$ cat config.mk
export PLATFORM = sky130hd
export DESIGN_NAME = usb_spi_responder_flat
export DESIGN_NICKNAME = d
export VERILOG_FILES = /design/src/rtl/usb_spi_responder_if.sv /design/src/rtl/usb_spi_responder.sv /design/src/flat_wrapper.sv
export SDC_FILE = /design/constraint.sdc
export NUM_CORES = 1
export LEC_CHECK = 0
export BUFFER_PORTS_ARGS = -buffer_cell sky130_fd_sc_hd__buf_2
export CAP_MARGIN = 10
export CORE_MARGIN = 1
export CORE_UTILIZATION = 45
export CTS_BUF_LIST = sky130_fd_sc_hd__clkbuf_2
export DETAILED_ROUTE_END_ITERATION = 16
export HOLD_SLACK_MARGIN = 0.08
export PLACE_DENSITY_LB_ADDON = 0.2
export RECOVER_POWER = 25
export SYNTH_ARGS = -nofsm -noshare
export SYNTH_HDL_FRONTEND = slang
export SYNTH_SLANG_ARGS = --single-unit
$ cat constraint.sdc
create_clock -name Clk -period 9 [get_ports Clk]
set_input_delay 0 -clock Clk [delete_from_list [all_inputs] [get_ports Clk]]
set_output_delay 0 -clock Clk [all_outputs]
set_load 0.05 [all_outputs]
$ cat src/rtl/usb_spi_responder_if.sv
// Pin bundle of the USB/SPI responder: SPI wires toward the SoC master
// plus the fabric-side host register port and status outputs.
interface usb_spi_responder_if;
    logic       spi_sclk;
    logic       spi_ss_n;
    logic       spi_mosi;
    logic       spi_miso;
    logic       spi_miso_oe;
    logic [4:0] host_addr;
    logic [7:0] host_wdata;
    logic       host_we;
    logic [7:0] host_rdata;
    logic       usb_int;
    logic       xfer_done;

    modport master (
        output spi_sclk, spi_ss_n, spi_mosi,
        output host_addr, host_wdata, host_we,
        input  spi_miso, spi_miso_oe, host_rdata, usb_int, xfer_done
    );

    modport slave (
        input  spi_sclk, spi_ss_n, spi_mosi,
        input  host_addr, host_wdata, host_we,
        output spi_miso, spi_miso_oe, host_rdata, usb_int, xfer_done
    );
endinterface

$ cat src/rtl/usb_spi_responder.sv
// SPI mode-0 responder emulating a MAX3421E-style 32x8 register file,
// with a host port for preload/observe and an interrupt output.
module usb_spi_responder #(
    parameter int SYNC_STAGES    = 2,
    parameter int HIRQ_ADDR      = 25,
    parameter int HIEN_ADDR      = 26,
    parameter bit INT_ACTIVE_LOW = 1'b1
) (
    input  logic              Clk,
    input  logic              Reset,
    usb_spi_responder_if.slave bus
);

    localparam logic [4:0] HIRQ = 5'(HIRQ_ADDR);
    localparam logic [4:0] HIEN = 5'(HIEN_ADDR);

    typedef enum logic [1:0] {IDLE, CMD, DATA} state_t;

    state_t                 state_q, state_d;
    logic [SYNC_STAGES-1:0] sclk_sync_q, sclk_sync_d;
    logic [SYNC_STAGES-1:0] ss_sync_q, ss_sync_d;
    logic [SYNC_STAGES-1:0] mosi_sync_q, mosi_sync_d;
    logic                   sclk_prev_q, sclk_prev_d;
    logic                   ss_prev_q, ss_prev_d;
    logic [7:0]             tx_q, tx_d;
    logic [7:0]             rx_q, rx_d;
    logic [2:0]             cnt_q, cnt_d;
    logic [4:0]             addr_q, addr_d;
    logic                   wr_q, wr_d;
    logic                   skip_q, skip_d;
    logic                   cmd_done_q, cmd_done_d;
    logic [7:0]             regs_q [32];
    logic [7:0]             regs_d [32];
    logic [7:0]             rdata_q, rdata_d;
    logic                   int_q, int_d;
    logic                   done_q, done_d;

    logic       sclk_s, ss_s, mosi_s;
    logic       sclk_rise, sclk_fall, ss_fall, ss_rise;
    logic       spi_we;
    logic [7:0] rx_next;

    assign bus.spi_miso_oe = (state_q != IDLE);
    assign bus.spi_miso    = (state_q != IDLE) & tx_q[7];
    assign bus.host_rdata  = rdata_q;
    assign bus.usb_int     = int_q;
    assign bus.xfer_done   = done_q;

    // Next-state logic: synchronizers, SPI byte engine, regfile writes.
    always_comb begin
        sclk_sync_d = {sclk_sync_q[SYNC_STAGES-2:0], bus.spi_sclk};
        ss_sync_d   = {ss_sync_q[SYNC_STAGES-2:0], bus.spi_ss_n};
        mosi_sync_d = {mosi_sync_q[SYNC_STAGES-2:0], bus.spi_mosi};
        sclk_s      = sclk_sync_q[SYNC_STAGES-1];
        ss_s        = ss_sync_q[SYNC_STAGES-1];
        mosi_s      = mosi_sync_q[SYNC_STAGES-1];
        sclk_rise   = sclk_s & ~sclk_prev_q;
        sclk_fall   = ~sclk_s & sclk_prev_q;
        ss_fall     = ~ss_s & ss_prev_q;
        ss_rise     = ss_s & ~ss_prev_q;
        sclk_prev_d = sclk_s;
        ss_prev_d   = ss_s;
        rx_next     = {rx_q[6:0], mosi_s};

        state_d    = state_q;
        tx_d       = tx_q;
        rx_d       = rx_q;
        cnt_d      = cnt_q;
        addr_d     = addr_q;
        wr_d       = wr_q;
        skip_d     = skip_q;
        cmd_done_d = cmd_done_q;
        done_d     = 1'b0;
        spi_we     = 1'b0;
        regs_d     = regs_q;

        if (bus.host_we) begin
            if (bus.host_addr == HIRQ)
                regs_d[HIRQ] = regs_q[HIRQ] | bus.host_wdata;
            else
                regs_d[bus.host_addr] = bus.host_wdata;
        end

        unique case (state_q)
            IDLE: begin
                if (ss_fall) begin
                    tx_d       = regs_q[HIRQ];
                    rx_d       = '0;
                    cnt_d      = '0;
                    skip_d     = 1'b0;
                    cmd_done_d = 1'b0;
                    state_d    = CMD;
                end
            end
            CMD, DATA: begin
                if (ss_rise) begin
                    state_d    = IDLE;
                    tx_d       = '0;
                    rx_d       = '0;
                    cnt_d      = '0;
                    skip_d     = 1'b0;
                    done_d     = cmd_done_q;
                    cmd_done_d = 1'b0;
                end else if (sclk_rise) begin
                    rx_d  = rx_next;
                    cnt_d = cnt_q + 3'd1;
                    if (cnt_q == 3'd7) begin
                        if (state_q == CMD) begin
                            addr_d     = rx_next[7:3];
                            wr_d       = rx_next[1];
                            cmd_done_d = 1'b1;
                            state_d    = DATA;
                            if (!rx_next[1]) begin
                                tx_d   = regs_q[rx_next[7:3]];
                                skip_d = 1'b1;
                            end
                        end else if (wr_q) begin
                            spi_we = 1'b1;
                        end else begin
                            tx_d   = regs_q[addr_q];
                            skip_d = 1'b1;
                        end
                    end
                end else if (sclk_fall) begin
                    // A freshly preloaded byte must survive the fall
                    // that closes the byte it was loaded in.
                    if (skip_q)
                        skip_d = 1'b0;
                    else
                        tx_d = {tx_q[6:0], 1'b0};
                end
            end
            default: state_d = IDLE;
        endcase

        // SPI commit is applied after the host write so it wins.
        if (spi_we) begin
            if (addr_q == HIRQ)
                regs_d[HIRQ] = regs_d[HIRQ] & ~rx_next;
            else
                regs_d[addr_q] = rx_next;
        end

        rdata_d = regs_d[bus.host_addr];
        int_d   = ((regs_d[HIRQ] & regs_d[HIEN]) != 8'h00) ^ INT_ACTIVE_LOW;
    end

    // State registers; SS_n sync starts low so a select already active
    // at reset release is not taken as a new falling edge.
    always_ff @(posedge Clk) begin
        if (Reset) begin
            state_q     <= IDLE;
            sclk_sync_q <= '0;
            ss_sync_q   <= '0;
            mosi_sync_q <= '0;
            sclk_prev_q <= 1'b0;
            ss_prev_q   <= 1'b0;
            tx_q        <= '0;
            rx_q        <= '0;
            cnt_q       <= '0;
            addr_q      <= '0;
            wr_q        <= 1'b0;
            skip_q      <= 1'b0;
            cmd_done_q  <= 1'b0;
            for (int i = 0; i < 32; i++)
                regs_q[i] <= '0;
            rdata_q     <= '0;
            int_q       <= INT_ACTIVE_LOW;
            done_q      <= 1'b0;
        end else begin
            state_q     <= state_d;
            sclk_sync_q <= sclk_sync_d;
            ss_sync_q   <= ss_sync_d;
            mosi_sync_q <= mosi_sync_d;
            sclk_prev_q <= sclk_prev_d;
            ss_prev_q   <= ss_prev_d;
            tx_q        <= tx_d;
            rx_q        <= rx_d;
            cnt_q       <= cnt_d;
            addr_q      <= addr_d;
            wr_q        <= wr_d;
            skip_q      <= skip_d;
            cmd_done_q  <= cmd_done_d;
            regs_q      <= regs_d;
            rdata_q     <= rdata_d;
            int_q       <= int_d;
            done_q      <= done_d;
        end
    end

endmodule

$ cat src/flat_wrapper.sv
// flat-port wrapper written by rule: the top's interface ports become plain ports
module usb_spi_responder_flat 
#(
    parameter int SYNC_STAGES    = 2,
    parameter int HIRQ_ADDR      = 25,
    parameter int HIEN_ADDR      = 26,
    parameter bit INT_ACTIVE_LOW = 1'b1
)
  (Clk, Reset, bus_spi_sclk, bus_spi_ss_n, bus_spi_mosi, bus_host_addr, bus_host_wdata, bus_host_we, bus_spi_miso, bus_spi_miso_oe, bus_host_rdata, bus_usb_int, bus_xfer_done);
  usb_spi_responder_if bus_i ();
  input  logic Clk;
  input  logic Reset;
  input wire logic [$bits(bus_i.spi_sclk)-1:0] bus_spi_sclk;
  input wire logic [$bits(bus_i.spi_ss_n)-1:0] bus_spi_ss_n;
  input wire logic [$bits(bus_i.spi_mosi)-1:0] bus_spi_mosi;
  input wire logic [$bits(bus_i.host_addr)-1:0] bus_host_addr;
  input wire logic [$bits(bus_i.host_wdata)-1:0] bus_host_wdata;
  input wire logic [$bits(bus_i.host_we)-1:0] bus_host_we;
  output wire logic [$bits(bus_i.spi_miso)-1:0] bus_spi_miso;
  output wire logic [$bits(bus_i.spi_miso_oe)-1:0] bus_spi_miso_oe;
  output wire logic [$bits(bus_i.host_rdata)-1:0] bus_host_rdata;
  output wire logic [$bits(bus_i.usb_int)-1:0] bus_usb_int;
  output wire logic [$bits(bus_i.xfer_done)-1:0] bus_xfer_done;
  assign bus_i.spi_sclk = bus_spi_sclk;
  assign bus_i.spi_ss_n = bus_spi_ss_n;
  assign bus_i.spi_mosi = bus_spi_mosi;
  assign bus_i.host_addr = bus_host_addr;
  assign bus_i.host_wdata = bus_host_wdata;
  assign bus_i.host_we = bus_host_we;
  assign bus_spi_miso = bus_i.spi_miso;
  assign bus_spi_miso_oe = bus_i.spi_miso_oe;
  assign bus_host_rdata = bus_i.host_rdata;
  assign bus_usb_int = bus_i.usb_int;
  assign bus_xfer_done = bus_i.xfer_done;
  usb_spi_responder #(.SYNC_STAGES(SYNC_STAGES), .HIRQ_ADDR(HIRQ_ADDR), .HIEN_ADDR(HIEN_ADDR), .INT_ACTIVE_LOW(INT_ACTIVE_LOW)) u_core (.Clk(Clk), .Reset(Reset), .bus(bus_i));
endmodule
## After elaboration in Yosys (flattened, before gate mapping)

Cells that the tools add are included.

- Mux-type cells: 67
- $add $sub $neg: 1
- Order comparisons: 5
- Reductions and logical operators: 14
- Eq/ne operators: 14
- Bitwise logic cells: 19

Operator list:

| operator | number |
|---|---|
| bitwise mux 256 bit | 2 |
| two-way mux 256 bit | 2 |
| two-way mux 200 bit | 2 |
| two-way mux 8 bit | 19 |
| binary-select mux 8 bit (select 5 bit) | 3 |
| two-way mux 48 bit | 2 |
| demux 8 bit (select 5 bit) | 2 |
| two-way mux 7 bit | 3 |
| greater-or-equal comparator 6 bit, second input constant | 3 |
| two-way mux 1 bit | 18 |
| NOT 5 -> 6 bit | 3 |
| bitwise AND 8 bit | 2 |
| case mux 8 bit (2 select lines) | 1 |
| case mux 7 bit (2 select lines) | 1 |
| < comparator 6 x 1 -> 1 bit, second input constant | 2 |
| == test 5 bit, second input constant | 2 |
| two-way mux 2 bit | 5 |
| != test 5 bit, second input constant | 2 |
| AND reduction 5 bit | 2 |
| two-way mux 3 bit | 3 |
| != test 3 x 1 -> 1 bit, second input constant | 3 |
| != test 4 bit, second input constant | 2 |
| NOT 8 bit | 1 |
| OR 8 bit | 1 |
| 21 further kinds | 34 |

- Output and inout bits: 12
- Bits of input ports: 19
- Flip-flop bits (word level): 302
- Word-level logic and storage cells: 168

## Logic depth before layout (Yosys ltp)

Gate-level depths: netlist (run 1).

- Depth after elaboration: 14
- Depth in mapped cells: 13
- Depth with buffers taken out: 10

## Worst setup path after synthesis (run 1)

No wires, ideal clock.

- Kind: register to register
- From: register u_core.state_q[0]
- To: register u_core.rdata_q[3], in the netlist u_core.bus.host_rdata[3]
- Arrival time: 2.708 ns
- Setup time: 0.143 ns
- Period minus slack after synthesis: 2.851 ns
- Data required time: 8.857 ns
- Stages on the path, launching flop included: 13
- Buffers on the path: 2
- Slack: 6.149 ns
- Cells stage by stage: dfxtp_1 inv_1 ha_1 and2_1 buf_2 and3_1 buf_2 nand2_1 nand3_1 mux4_2 and3_1 a2111oi_2 a41oi_1

- Word-level cells in the longest chain between the ends: 10
- Elaborated cells between the ends (all ways): 12
- Those cells by class: eq/ne (2); mux (9); reduce/logical (1)

RTL lines:

| item | RTL line | RTL |
|---|---|---|
| start: declaration | usb_spi_responder.sv:19 | `state_t state_q, state_d;` |
| start signal: assignment | usb_spi_responder.sv:171 | `state_q <= state_d;` |
| == test 2 x 1 -> 1 bit | usb_spi_responder.sv:84, usb_spi_responder.sv:108 |  |
| two-way mux 1 bit | usb_spi_responder.sv:108 | `if (state_q == CMD) begin` |
| two-way mux 1 bit | usb_spi_responder.sv:107 | `if (cnt_q == 3'd7) begin` |
| two-way mux 1 bit | usb_spi_responder.sv:104 | `end else if (sclk_rise) begin` |
| two-way mux 1 bit | usb_spi_responder.sv:96 | `if (ss_rise) begin` |
| two-way mux 1 bit * | usb_spi_responder.sv:84 | `unique case (state_q)` |
| two-way mux 256 bit * | usb_spi_responder.sv:137 | `if (spi_we) begin` |
| binary-select mux 8 bit (select 5 bit) * | usb_spi_responder.sv:144 | `rdata_d = regs_d[bus.host_addr];` |
| two-way mux 8 bit (not written as such) * (2 in a row) | usb_spi_responder.sv:144 |  |
| end signal: assignment | usb_spi_responder.sv:185 | `rdata_q <= rdata_d;` |
| end: declaration | usb_spi_responder.sv:34 | `logic [7:0] rdata_q, rdata_d;` |

Every way passes the cells marked *; elsewhere a longest branch is shown, timed or not. The select of a mux whose other input is x is not followed.
A chain may end at the register's enable or synchronous reset.

==> out/results.ini, run 1 <==
[outcome]
status = finished with violations
violations = capacitance limit, slew limit

[die]
initial_core_util_pct = 45.4
dieArea_um2 = 49000
core_area_um2 = 47600
placementRows = 80
ios = 31
die_h_um = 221
die_w_um = 221

[yosys]
ys_seq_elements = 302
synth_compound_area_share_pct = 19.2
synth-simple-area-share_pct = 19.8
synth_edf_count = 0
ys_types = 88
synth_top_family_by_area = multiplexers
async_flop_share_pct = 0
yosys_warnings = 0
syn-cell-area_um2 = 21700
synth_top_flop_cell = dfxtp_1
ys_seq_area_share_pct = 27.9
synth_xor_area_share_pct = 0.0809
synth_fa_ha_area_share_pct = 0.462
syn_area_per_cell_um2 = 8.68
syn-num-nets = 2520
netlist_instances = 2493
synth.area.mux_share_pct = 27.0

[cts]
cts_root_buffer = clkbuf_2
clkTransAtPathRegs_ns = 0.10
cts.path.max_buffers = 3
cts_max_level = 3
cts_tree = yes
cts_buffers = 90
clock-sinks = 302
clock_latency_ns = 1.25

[pwr]
p_clk_share_pct = 37.5
vdd_ir_drop_max_v = 0.0000921
p_int_w = 0.00183
switchingPower_w = 0.000980
switching_share_pct = 34.9
comb_power_share_pct = 13.6
leakagePower_nw = 8.66
p_per_area_nw_per_um2 = 121
power_frac_seq_pct = 48.9
totalPowerFinal_w = 0.00281

[worst_setup_path]
reg2reg_to = u_core.bus.host_rdata[2]
cp.required_ns = 10.05
crit_arrival_ns = 8.01
worst-r2r-setup-slack_ns = 3.93
critPathLaunchType = input port
crit_path_end_kind = flop
critPathMaxFanout = 171
rr_startpoint = u_core.state_q[1]
r2r_cells = 11
worstSetupPathType = in -> reg
startpoint = Reset

[timing]
worst_slew_pin_slew_ns = 4.07
fin_hold_ws_ns = 0.161
max_freq_ghz = 0.144
setup_violations = 0
final_max_slew_viol_count = 309
hold_violations = 0
skew_ns = 0.115
tns_ns = 0
rsz0062_at_grt = no
period_needed_ns = 6.96
fin_crit_sh_pct = 77.4
slew_headroom_pct = -172

[detailed_routing]
firstDrtPassIters = 9
wire_per_inst_um = 34.4
ant_nets = 0
vias_per_cell = 7.26
drt_iter0_markers = 3626
drt_wl_total_um = 108000
vias = 22733
drc = 0

[global_route]
grt_usage_pct = 43.1
grt-ovfl-total = 0
grt_max_degree = 172
grt_pass1_wl_um = 153000
antenna_found_initial = 12
grt_pass1_vias = 20855

[hold_path]
hold_end = u_core.bus.host_rdata[0]
hp-start = bus_host_addr[3]
hold_depth = 6
hp-class = in -> reg

[cells_and_area]
post_route_cells_drive_above_1_share_pct = 17.9
nets = 2477
area_growth_pct = 6.74

[job]
max_cap_violations = 3

[place]
io_buffer_count = 30
gp_congestion = 1.04
dp_hpwl_um = 71400

-- timing repair --
item	in CTS	in global routing
resized for setup	0	0
setup buffers	0	0
hold endpoints to repair	302	0
hold buffers	46	0
endpoints found under the setup margin	0	0
-- worst max path at each step --
stage,end,slack (ns),cells past startpoint
2_1_floorplan,u_core.bus.host_rdata[3],6.15,12
3_3_place_gp,u_core.bus.host_rdata[2],4.56,11
3_5_place_dp,u_core.bus.host_rdata[2],4.44,11
4_1_cts,u_core.bus.host_rdata[5],4.26,13
5_1_grt,u_core.bus.host_rdata[6],1.99,6
6_report,u_core.bus.host_rdata[6],2.04,6
-- layout make-up --
type / instances / area [um^2]
repair buffers: 132 / 1010
fillers: 4627 / 24500
multi-input cells: 1906 / 14400
inverters: 18 / 68.8
diodes: 9 / 22.5
well taps: 615 / 769
flip-flops and latches: 302 / 6070
clock inverters: 26 / 104
clock buffers: 125 / 626
-- registers in the layout, summed over array words and instances, names as in the netlist, 3 cells and up --
register	cells
u_core.cnt_q	3
u_core.rx_q	7
u_core.regs_q	256
u_core.addr_q	5
u_core.tx_q	8
u_core.bus.host_rdata	8
-- cells by family (layout without fill, tap and decap cells) --
kind of cell	count (synthesis)	after routing
compound gates	621	621
xor+xnor	2	2
fa+ha+maj	8	8
buf+inv	285	301
flops	302	302
mux	385	385
other cells	0	9
simple gates	890	890
-- power groups by stage --
stage | sequential, W | clock, W | combinational, W
global route | 0.00138 | 0.00113 | 0.000387
CTS | 0.00137 | 0.00106 | 0.000365
detailed placement | 0.00140 | 0 | 0.000345
global placement | 0.00140 | 0 | 0.000344
floorplan | 0.00140 | 0 | 0.000216
finish | 0.00137 | 0.00105 | 0.000381
-- metal layers --
layer	wire (um)	global-route usage [%]	vias up
met5	81	0	-
met4	6270	20.8	12
met3	15400	15.8	386
met2	44100	61.1	1839
met1	41800	57.7	11075
li1	-	-	9421
-- per-stage QoR --
stage / cells / util, % / area (um^2) / setup WS (ns)
finish: 3133 / 48.5 / 23100 / 2.04
global route: 3129 / 48.5 / 23100 / 1.99
CTS: 3124 / 48.6 / 23200 / 4.26
detailed placement: 2927 / 46.1 / 21900 / 4.44
global placement: 2927 / 46.1 / 21900 / 4.56
floorplan: 2493 / - / 21700 / 6.15
-- placed cells by master, fill, tap and decap left out, types with 56 or more instances in the layout --
| master | n |
|---|---|
| nor2_1 | 340 |
| nand3_1 | 99 |
| a211oi_1 | 156 |
| mux2i_1 | 191 |
| a21oi_1 | 127 |
| o21ai_0 | 117 |
| nand2_1 | 194 |
| mux4_2 | 156 |
| buf_4 | 56 |
| dfxtp_1 | 293 |
| clkbuf_2 | 126 |
-- critical path: stages --
cell and delay, ns:
dlygate4sd3_1 0.53, dlygate4sd3_1 0.55, clkbuf_1 2.57, clkbuf_2 3.06, a41oi_1 0.44, a311o_1 0.57
-- synth_stat cells, types with 7 or more instances --
| cell | count | area share [%] |
|---|---|---|
| a311oi_1 | 18 | 0.73 |
| inv_1 | 13 | 0.23 |
| nand3_1 | 99 | 2.3 |
| dfxtp_1 | 302 | 28 |
| nand4_1 | 19 | 0.55 |
| o211ai_1 | 14 | 0.49 |
| ha_1 | 8 | 0.46 |
| nor3_1 | 53 | 1.2 |
| and3_1 | 30 | 0.87 |
| a21o_1 | 13 | 0.45 |
| and2_1 | 7 | 0.20 |
| a31oi_1 | 22 | 0.64 |
| mux2i_1 | 191 | 8.8 |
| buf_1 | 31 | 0.54 |
| nor2b_1 | 48 | 1.4 |
| a21oi_1 | 127 | 2.9 |
| a22oi_1 | 24 | 0.83 |
| nor4_1 | 13 | 0.38 |
| a211o_1 | 7 | 0.28 |
| or3_1 | 7 | 0.20 |
| o21ai_0 | 117 | 2.7 |
| o31ai_1 | 10 | 0.35 |
| nand2_1 | 194 | 3.4 |
| a32oi_1 | 8 | 0.32 |
| nand2b_1 | 10 | 0.29 |
| a221oi_1 | 16 | 0.65 |
| nand2_2 | 8 | 0.23 |
| a211oi_1 | 156 | 5.4 |
| o221ai_1 | 7 | 0.28 |
| mux4_2 | 156 | 16 |
| mux2_2 | 36 | 1.9 |
| buf_2 | 52 | 1.2 |
| o2111ai_1 | 9 | 0.36 |
| clkbuf_1 | 172 | 3.0 |
| o22ai_1 | 17 | 0.49 |
| nor2_1 | 340 | 5.9 |
| buf_4 | 10 | 0.35 |
(Power assumes the default switching activity.)
==> run 2: changes to the inputs <==
==> constraint.sdc (replaced) <==
create_clock -name Clk -period 6.24 [get_ports Clk]
set_input_delay 0 -clock Clk [delete_from_list [all_inputs] [get_ports Clk]]
set_output_delay 0 -clock Clk [all_outputs]
set_load 0.05 [all_outputs]
==> run 2 against run 1 <==
Net effect: the flow still finishes with violations (capacitance limit, slew limit); routed wire length shrank 1.6%; clock skew down 0.017 ns; sequential share of layout area decreased by 0.14 points; clock power rose by 54%; core utilization is 0.27 points higher; critical path type is now reg -> reg; largest cell class unchanged; largest power group unchanged.
==> out/results.ini, run 2 (synthesized netlist as in run 1, its figures left out) <==
[outcome]
status = finished with violations
violations = capacitance limit, slew limit

[cells_and_area]
max_flop_register = u_core.regs_q
final_common_cell = nor2_1
post_route_cells_drive_above_1_share_pct = 18.0  ; +0.027 points
largest_reg_flops = 256  ; unchanged
area_growth_pct = 7.33
mostFrequentLayoutCells = nor2_1, dfxtp_1, nand2_1
fin_cells = 3143  ; +0.32%
nets = 2489  ; +0.48%
nFillCells = 4586  ; -0.89%

[worst_setup_path]
cpMostUsedCell = clkbuf_1
cp.required_ns = 7.05  ; -3.00 ns
worstSetupPathType = reg -> reg
cp_cell_sequence = inv_1, ha_1, clkbuf_1, nor4b_1, clkbuf_1, nand3_1, nor2_1, a21oi_1, mux4_2, a22oi_1, a41oi_1
crit_buf_inv = 3  ; -1
critPathMaxFanout = 28  ; -84%
crit_family = simple AND/OR/NAND/NOR gates
critPathLaunchType = flop
crit_path_end_kind = flop
slowest_delay_ns = 1.18  ; -1.88 ns
crit_arrival_ns = 6.17  ; -1.84 ns
worst_path_max_delay_cell = nor4b_1

[cts]
cts_max_level = 3  ; unchanged
cts_root_buffer = clkbuf_2
clock_latency_ns = 1.19  ; -0.06 ns
cts.path.max_buffers = 3  ; unchanged
ctsResizeCount = 0  ; unchanged
cts_tree = yes
clock-sinks = 302  ; unchanged
hold_buffers = 48  ; +4.3%
cts_buffers = 90  ; unchanged
post_cts_buffers = 0  ; unchanged
clkTransAtPathRegs_ns = 0.12  ; +0.02 ns

[place]
dp_hpwl_um = 70400  ; -1.4%
io_buffer_count = 30  ; unchanged
gp_congestion = 1.05  ; +0.56%
place_inst = 2937  ; +0.34%

[pwr]
p_int_w = 0.00274  ; +50%
power_frac_seq_pct = 47.9  ; -1.0 points
vdd_ir_drop_max_v = 0.000145  ; +57%
totalPowerFinal_w = 0.00414  ; +48%
leakagePower_nw = 8.73  ; +0.79%
switching_share_pct = 34.0  ; -0.95 points
comb_power_share_pct = 13.1  ; -0.5 points
switchingPower_w = 0.00141  ; +44%
p_clk_share_pct = 39.0  ; +1.5 points
p_per_area_nw_per_um2 = 178  ; +47%

[global_route]
grt_pass1_wl_um = 152000  ; -0.79%
grt_usage_pct = 42.5  ; -0.61 points
grt-ovfl-total = 0  ; unchanged
antenna_found_initial = 12  ; unchanged
grt_pass1_vias = 20792  ; -0.30%
grt_max_degree = 101  ; -41%

[die]
die_h_um = 221  ; unchanged
core_area_um2 = 47600  ; unchanged
placementRows = 80  ; unchanged
die_w_um = 221  ; unchanged
ios = 31  ; unchanged
initial_core_util_pct = 45.4  ; unchanged
dieArea_um2 = 49000  ; unchanged

[timing]
worst_slew_pin_slew_ns = 5.51  ; +1.44 ns
final_max_slew_viol_count = 168  ; -46%
tns_ns = 0  ; unchanged
skew_ns = 0.0975  ; -0.0170 ns
rsz0062_at_grt = no
period_needed_ns = 5.36
fin_crit_sh_pct = 86.0
setup_violations = 0  ; unchanged
hold_violations = 0  ; unchanged
max_freq_ghz = 0.186
slew_headroom_pct = -268  ; -96 points

[detailed_routing]
wire_per_inst_um = 33.7  ; -1.9%
firstDrtPassIters = 6  ; -3
drc = 0  ; unchanged
drt_iter0_markers = 3757  ; +3.6%
vias = 22845  ; +0.49%
vias_per_cell = 7.27  ; +0.17%
ant_nets = 0  ; unchanged
drt_wl_total_um = 106000  ; -1.6%

[hold_path]
hp-class = in -> reg

[job]
max_cap_violations = 2  ; -1

run 2: worst min-delay path, delay by kind of cell:
kind,cells,cell delay (ns)
buffers and inverters,2,0.84
AOI/OAI and AO/OA,2,0.42
run 2: per-layer routing:
metal	global-route usage [%]	vias up	routed length (um)
li1	-	9408	-
met1	57.5	11165	40700
met2	60.9	1911	44200
met3	13.7	357	15200
met4	20.2	4	5750
met5	0	-	15
run 2: final timing paths:
path                                        start                        to  slack, ns  depth (start not counted)
worst max register to register  u_core.state_q[1]  u_core.bus.host_rdata[0]       0.88                         11
worst min register to register  u_core.cmd_done_q      u_core.bus.xfer_done       0.44                          2
worst max-delay path            u_core.state_q[1]  u_core.bus.host_rdata[0]       0.88                         11
worst min-delay path             bus_host_addr[1]  u_core.bus.host_rdata[2]       0.18                          4
run 2: area by class of cell:
cell class	instances	area [um^2]	share of cell area, %
timing repair buffer	144	1090	4.69
sequential	302	6070	26.1
multi-input combinational	1906	14400	62.1
antenna	6	15.0	0.0646
clock buffer	130	651	2.80
tap	615	769	3.31
inverter	18	68.8	0.296
clock inverter	22	139	0.598
run 2: stage by stage:
step	setup WS [ns]	util [%]	cell area (um^2)	hold slack, ns
floorplan	3.39	-	21700	0.128
global placement	1.96	46.2	22000	0.209
detailed placement	1.87	46.2	22000	0.222
CTS	1.82	48.9	23300	0.0905
global route	0.769	48.8	23200	0.140
finish	0.876	48.8	23200	0.184
run 2: power groups by stage:
stage,clock network [W],logic (W),registers (W)
after floorplan,0,0.000311,0.00203
after global placement,0,0.000493,0.00202
final,0.00162,0.000542,0.00198
after CTS,0.00163,0.000520,0.00198
after detailed placement,0,0.000496,0.00202
after global routing,0.00172,0.000553,0.00198
